==> config.mk <==
export PLATFORM = sky130hd
export DESIGN_NAME = tdm_rx
export DESIGN_NICKNAME = d
export VERILOG_FILES = /design/src/rtl/tdm_rx.sv
export SDC_FILE = /design/constraint.sdc
export NUM_CORES = 1
export LEC_CHECK = 0
export BUFFER_PORTS_ARGS = -buffer_cell sky130_fd_sc_hd__clkbuf_2
export CAP_MARGIN = 0
export CELL_PAD_IN_SITES_DETAIL_PLACEMENT = 1
export CELL_PAD_IN_SITES_GLOBAL_PLACEMENT = 2
export CORE_ASPECT_RATIO = 1.4
export CORE_MARGIN = 2
export CORE_UTILIZATION = 36
export CTS_CLUSTER_DIAMETER = 200
export DETAILED_ROUTE_END_ITERATION = 8
export GPL_TIMING_DRIVEN = 1
export HOLD_SLACK_MARGIN = 0.03
export MAX_ROUTING_LAYER = met4
export PLACE_DENSITY_LB_ADDON = 0.1
export SKIP_CTS_REPAIR_TIMING = 1
export SLEW_MARGIN = 15
export SYNTH_ARGS = -nofsm -noshare
export SYNTH_HDL_FRONTEND = slang
export SYNTH_SLANG_ARGS = --single-unit
==> constraint.sdc <==
create_clock -name in_mclk -period 2.35 [get_ports in_mclk]
set_input_delay 0.235 -clock in_mclk [delete_from_list [all_inputs] [get_ports in_mclk]]
set_output_delay 0.235 -clock in_mclk [all_outputs]
set_load 0.01 [all_outputs]
==> src/rtl/tdm_rx.sv <==
// Two-slot TDM receiver: oversamples sclk/fclk/din in the mclk domain,
// deserialises each frame into two words and tracks frame lock.
module tdm_rx #(
    parameter int G_BITS      = 16,
    parameter int G_MAX_SLOTS = 64
) (
    input  logic              in_mclk,
    input  logic              in_rst_n,
    input  logic              in_sclk,
    input  logic              in_fclk,
    input  logic              in_din,
    output logic [G_BITS-1:0] out_frame_1,
    output logic [G_BITS-1:0] out_frame_2,
    output logic              out_frame_strobe,
    output logic              out_locked,
    output logic              out_frame_error
);

    localparam int W  = 2 * G_BITS;
    localparam int CW = $clog2(W + 1);
    localparam int SW = $clog2(G_MAX_SLOTS + 1);

    localparam logic [1:0] ST_UNLOCKED = 2'd0;
    localparam logic [1:0] ST_SHIFT    = 2'd1;
    localparam logic [1:0] ST_WAIT     = 2'd2;

    logic          sclk_s1, sclk_s2, sclk_s3;
    logic          fclk_s1, fclk_s2;
    logic          din_s1, din_s2;
    logic [1:0]    state;
    logic [CW-1:0] bit_cnt;
    logic [SW-1:0] slot_cnt;
    logic [SW-1:0] slot_nxt;
    // The final data bit goes straight to the outputs, so W-1 bits suffice.
    logic [W-2:0]  shreg;
    logic          ev;
    logic          timeout;

    always_ff @(posedge in_mclk or negedge in_rst_n) begin
        if (!in_rst_n) begin
            sclk_s1 <= 1'b0;
            sclk_s2 <= 1'b0;
            sclk_s3 <= 1'b0;
            fclk_s1 <= 1'b0;
            fclk_s2 <= 1'b0;
            din_s1  <= 1'b0;
            din_s2  <= 1'b0;
        end else begin
            sclk_s1 <= in_sclk;
            sclk_s2 <= sclk_s1;
            sclk_s3 <= sclk_s2;
            fclk_s1 <= in_fclk;
            fclk_s2 <= fclk_s1;
            din_s1  <= in_din;
            din_s2  <= din_s1;
        end
    end

    always_comb begin
        ev       = sclk_s2 & ~sclk_s3;
        slot_nxt = slot_cnt;
        if (slot_cnt != SW'(G_MAX_SLOTS)) begin
            slot_nxt = slot_cnt + SW'(1);
        end
        timeout = (slot_nxt == SW'(G_MAX_SLOTS));
    end

    always_ff @(posedge in_mclk or negedge in_rst_n) begin
        if (!in_rst_n) begin
            state            <= ST_UNLOCKED;
            bit_cnt          <= '0;
            slot_cnt         <= '0;
            shreg            <= '0;
            out_frame_1      <= '0;
            out_frame_2      <= '0;
            out_frame_strobe <= 1'b0;
            out_locked       <= 1'b0;
            out_frame_error  <= 1'b0;
        end else begin
            out_frame_strobe <= 1'b0;
            out_frame_error  <= 1'b0;
            if (ev) begin
                slot_cnt <= fclk_s2 ? '0 : slot_nxt;
                case (state)
                    ST_UNLOCKED: begin
                        if (fclk_s2) begin
                            state      <= ST_SHIFT;
                            bit_cnt    <= '0;
                            out_locked <= 1'b1;
                        end
                    end
                    ST_SHIFT: begin
                        if (fclk_s2) begin
                            out_frame_error <= 1'b1;
                            bit_cnt         <= '0;
                        end else if (timeout) begin
                            state      <= ST_UNLOCKED;
                            out_locked <= 1'b0;
                        end else begin
                            shreg   <= {shreg[W-3:0], din_s2};
                            bit_cnt <= bit_cnt + CW'(1);
                            if (bit_cnt == CW'(W - 1)) begin
                                {out_frame_1, out_frame_2} <= {shreg, din_s2};
                                out_frame_strobe <= 1'b1;
                                state            <= ST_WAIT;
                            end
                        end
                    end
                    ST_WAIT: begin
                        if (fclk_s2) begin
                            state   <= ST_SHIFT;
                            bit_cnt <= '0;
                        end else if (timeout) begin
                            state      <= ST_UNLOCKED;
                            out_locked <= 1'b0;
                        end
                    end
                    default: begin
                        state      <= ST_UNLOCKED;
                        out_locked <= 1'b0;
                    end
                endcase
            end
        end
    end

endmodule
==> summary.md <==
| Metric | Value |
|---|---|
| Count leader, synth | dfrtp_1 |
| Leakage power | 2.66 nW |
| Mapped Area | 4110 sq um |
| Wire per inst | 17.1 um |
| Vias in the first global route | 2725 |
| Cell depth of the worst min-delay path | 0 |
| Hpwl dp | 5840 um |
| Area contributors post-synth | dfrtp_1 54%, mux2_4 22%, buf_12 2.9% |
| Port buffer count | 39 |
| Grt ovf | 0 |
| Max stage delay on crit path | 430 ps |
| Sequential fraction of the synthesis area | 53.6% |
| CTS root buf | clkbuf_16 |
| Max Fanout on Critical Path | 10 |
| Async SR Flop Fraction | 100% |
| Footprint of the multi-input gates | 1740 sq um |
| Status | finished with violations |
| Worst slew pin tran | 542 ps |
| Nets | 367 |
| Max_cap viols | 0 |
| Share of cells above drive strength 1 | 47.8% |
| CTS H-tree depth | 3 |
| Average size of a mapped cell | 14.6 sq um |
| Die width | 94.3 um |
| Area share of the largest cell type after synthesis | 53.6% |
| Initial Util | 36.6% |
| Fmax | 399 MHz |
| Via count | 2502 |
| Antenna Nets Post-Route | 0 |
| Worst min path class | register to register |
| ANT cells | 0 |
| Reg area | 2200 sq um |
| Area post-placement | 4640 sq um |
| Fin crit share | 107% |
| Placed Cells | 480 |
| CTS Buf Count | 9 |
| CTS tree | yes |
| Netlist cell types | 50 |
| Largest net degree at the start of global routing | 49 |
| Die area | 12300 sq um |
| Clock transition at path regs | 70 ps |
| First-pass GRT wire length | 14100 um |
| Final design utilization | 45.2% |
| Die height | 130 um |
| Via density per instance | 4.98 |
| Final non-filler cell total | 502 |
| Critical Path Source Type | register |
| DR pass1 iterations | 4 |
| Setup repair after global routing missed its margin | yes |
| Crit path kind | register to register |
| Total track usage | 15.4% |
| Endpoints failing hold | 0 |
| Synth Register Bits | 88 |
| Arr. time, crit path | 2730 ps |
| Violated checks | setup timing |
| Placer Congestion | 0.762 |
| Yosys top cell by area | dfrtp_1 |
| Antenna violations before repair | 0 |
| Detailed router's first-iteration violation count | 65 |
| Cells after Synth | 281 |
| Post-Route WL | 8590 um |
| Min cycle time layout | 2500 ps |
| Synthesized net count | 294 |
| DRC | 0 |
| Clock Skew | 11.4 ps |
| Core ar. | 11200 sq um |
| Cells along the critical path | inv_2, ha_4, nor4b_4, nand2_2, a311o_1, or3b_4, nand2_4, buf_12, mux2_4 |
| Layout area overhead | 23.5% |
| Io pins | 40 |
| Row cnt | 46 |
| Worst endpoint required time | 2580 ps |
| Most instantiated cells after synthesis | 88 x dfrtp_1, 60 x mux2_4, 15 x o21ai_0 |
| EDFF count, synth | 0 |
| Clk sinks | 88 |
| Slew HR | 63.9% |
| Layout filler cell count | 1177 |
| Post-synth top flop | dfrtp_1 |
| VDD IR max | 0.339 mV |
| CP Capture Type | register |
| Finished Cell Area | 5080 sq um |
| Clock Latency Late Sink | 340 ps |
| Pwr dens | 803 nW/um^2 |
| Count of pins over their slew limit | 0 |
| Warnings from Yosys | 0 |
| Final worst slack | -153 ps |
| Slowest CP cell | dfrtp_1 |
| Cells on worst reg2reg path | 9 |
| Clk buf depth | 2 |
| # setup viols final | 63 |
-- registers in the layout (all words and copies together) (netlist names), 2 cells and up --
register     count
bit_cnt          6
out_frame_1     16
shreg           31
out_frame_2     16
slot_cnt         7
state            2
-- cell families after synthesis --
group                      Yosys count  share of synthesized area (%)
adders and majority gates            8                           2.44
xor gates and xnor gates             3                          0.640
buffers and inverters               22                           5.33
and+or+nand+nor                     61                           9.38
muxes                               64                           23.0
DFF                                 88                           53.6
AOI/OAI and AO/OA                   35                           5.60
-- routing by layer --
metal,part of all wire [%],global-route usage [%]
met2,52,25.2
met5,0,-
met3,2.1,2.58
met1,44,18.8
met4,2.1,7.16
-- final cells by class --
class / count / area share [%]
Timing Repair Buffer: 77 / 11.5
Inverter: 7 / 0.518
Multi-Input combinational cell: 171 / 34.3
Clock inverter: 6 / 2.29
Clock buffer: 9 / 4.44
Tap cell: 144 / 3.55
Sequential cell: 88 / 43.4
-- layout by cell type, fill, tap and decap left out, types with 3 or more instances in the layout --
master / instances
and3_1: 3
buf_12: 7
buf_4: 26
bufinv_16: 3
clkbuf_16: 9
clkbuf_2: 38
dfrtp_1: 87
dlygate4sd3_1: 4
ha_1: 6
inv_1: 5
mux2_4: 62
nand2_1: 8
nand3_1: 8
nand4_1: 6
nor2_1: 9
nor3_1: 6
o21ai_0: 14
-- path summary, 6_finish.rpt --
path                              endpoint        start  slack, ps
setup reg to reg                 shreg[28]  slot_cnt[1]       -150
hold reg to reg                    fclk_s2      fclk_s1        360
min in group asynchronous  out_frame_1[13]     in_rst_n        420
hold / removal                     fclk_s2      fclk_s1        360
max in group asynchronous      slot_cnt[0]     in_rst_n       1260
setup / recovery                 shreg[28]  slot_cnt[1]       -150
-- where the power goes --
group / internal (mW) / switching [mW]
Combinational: 0.341 / 0.330
Sequential: 1.62 / 0.122
Clock: 1.04 / 0.621
Total: 3.00 / 1.07
-- critical path, delay by kind of cell, from the launching register on --
family | cells | cell delay [ps]
AO/OA/AOI/OAI | 1 | 380
flip-flops | 1 | 430
buffers and inverters | 2 | 270
multiplexers | 1 | 300
AND/OR/NAND/NOR | 4 | 870
adder cells (fa/ha/maj) | 1 | 120
-- through the flow --
step / power (mW) / worst slack, ps / hold WS (ps) / setup TNS, ps
after floorplan: 2.16 / -115 / -60.6 / -6510
after global placement: 2.41 / -89.2 / 264 / -3850
after detailed placement: 2.41 / -145 / 269 / -7260
after CTS: 4.10 / -161 / -98.2 / -8120
after global routing: 4.27 / -263 / 367 / -15570
final: 4.07 / -153 / 355 / -8670
No activity file was read; power rests on OpenSTA's default activity.
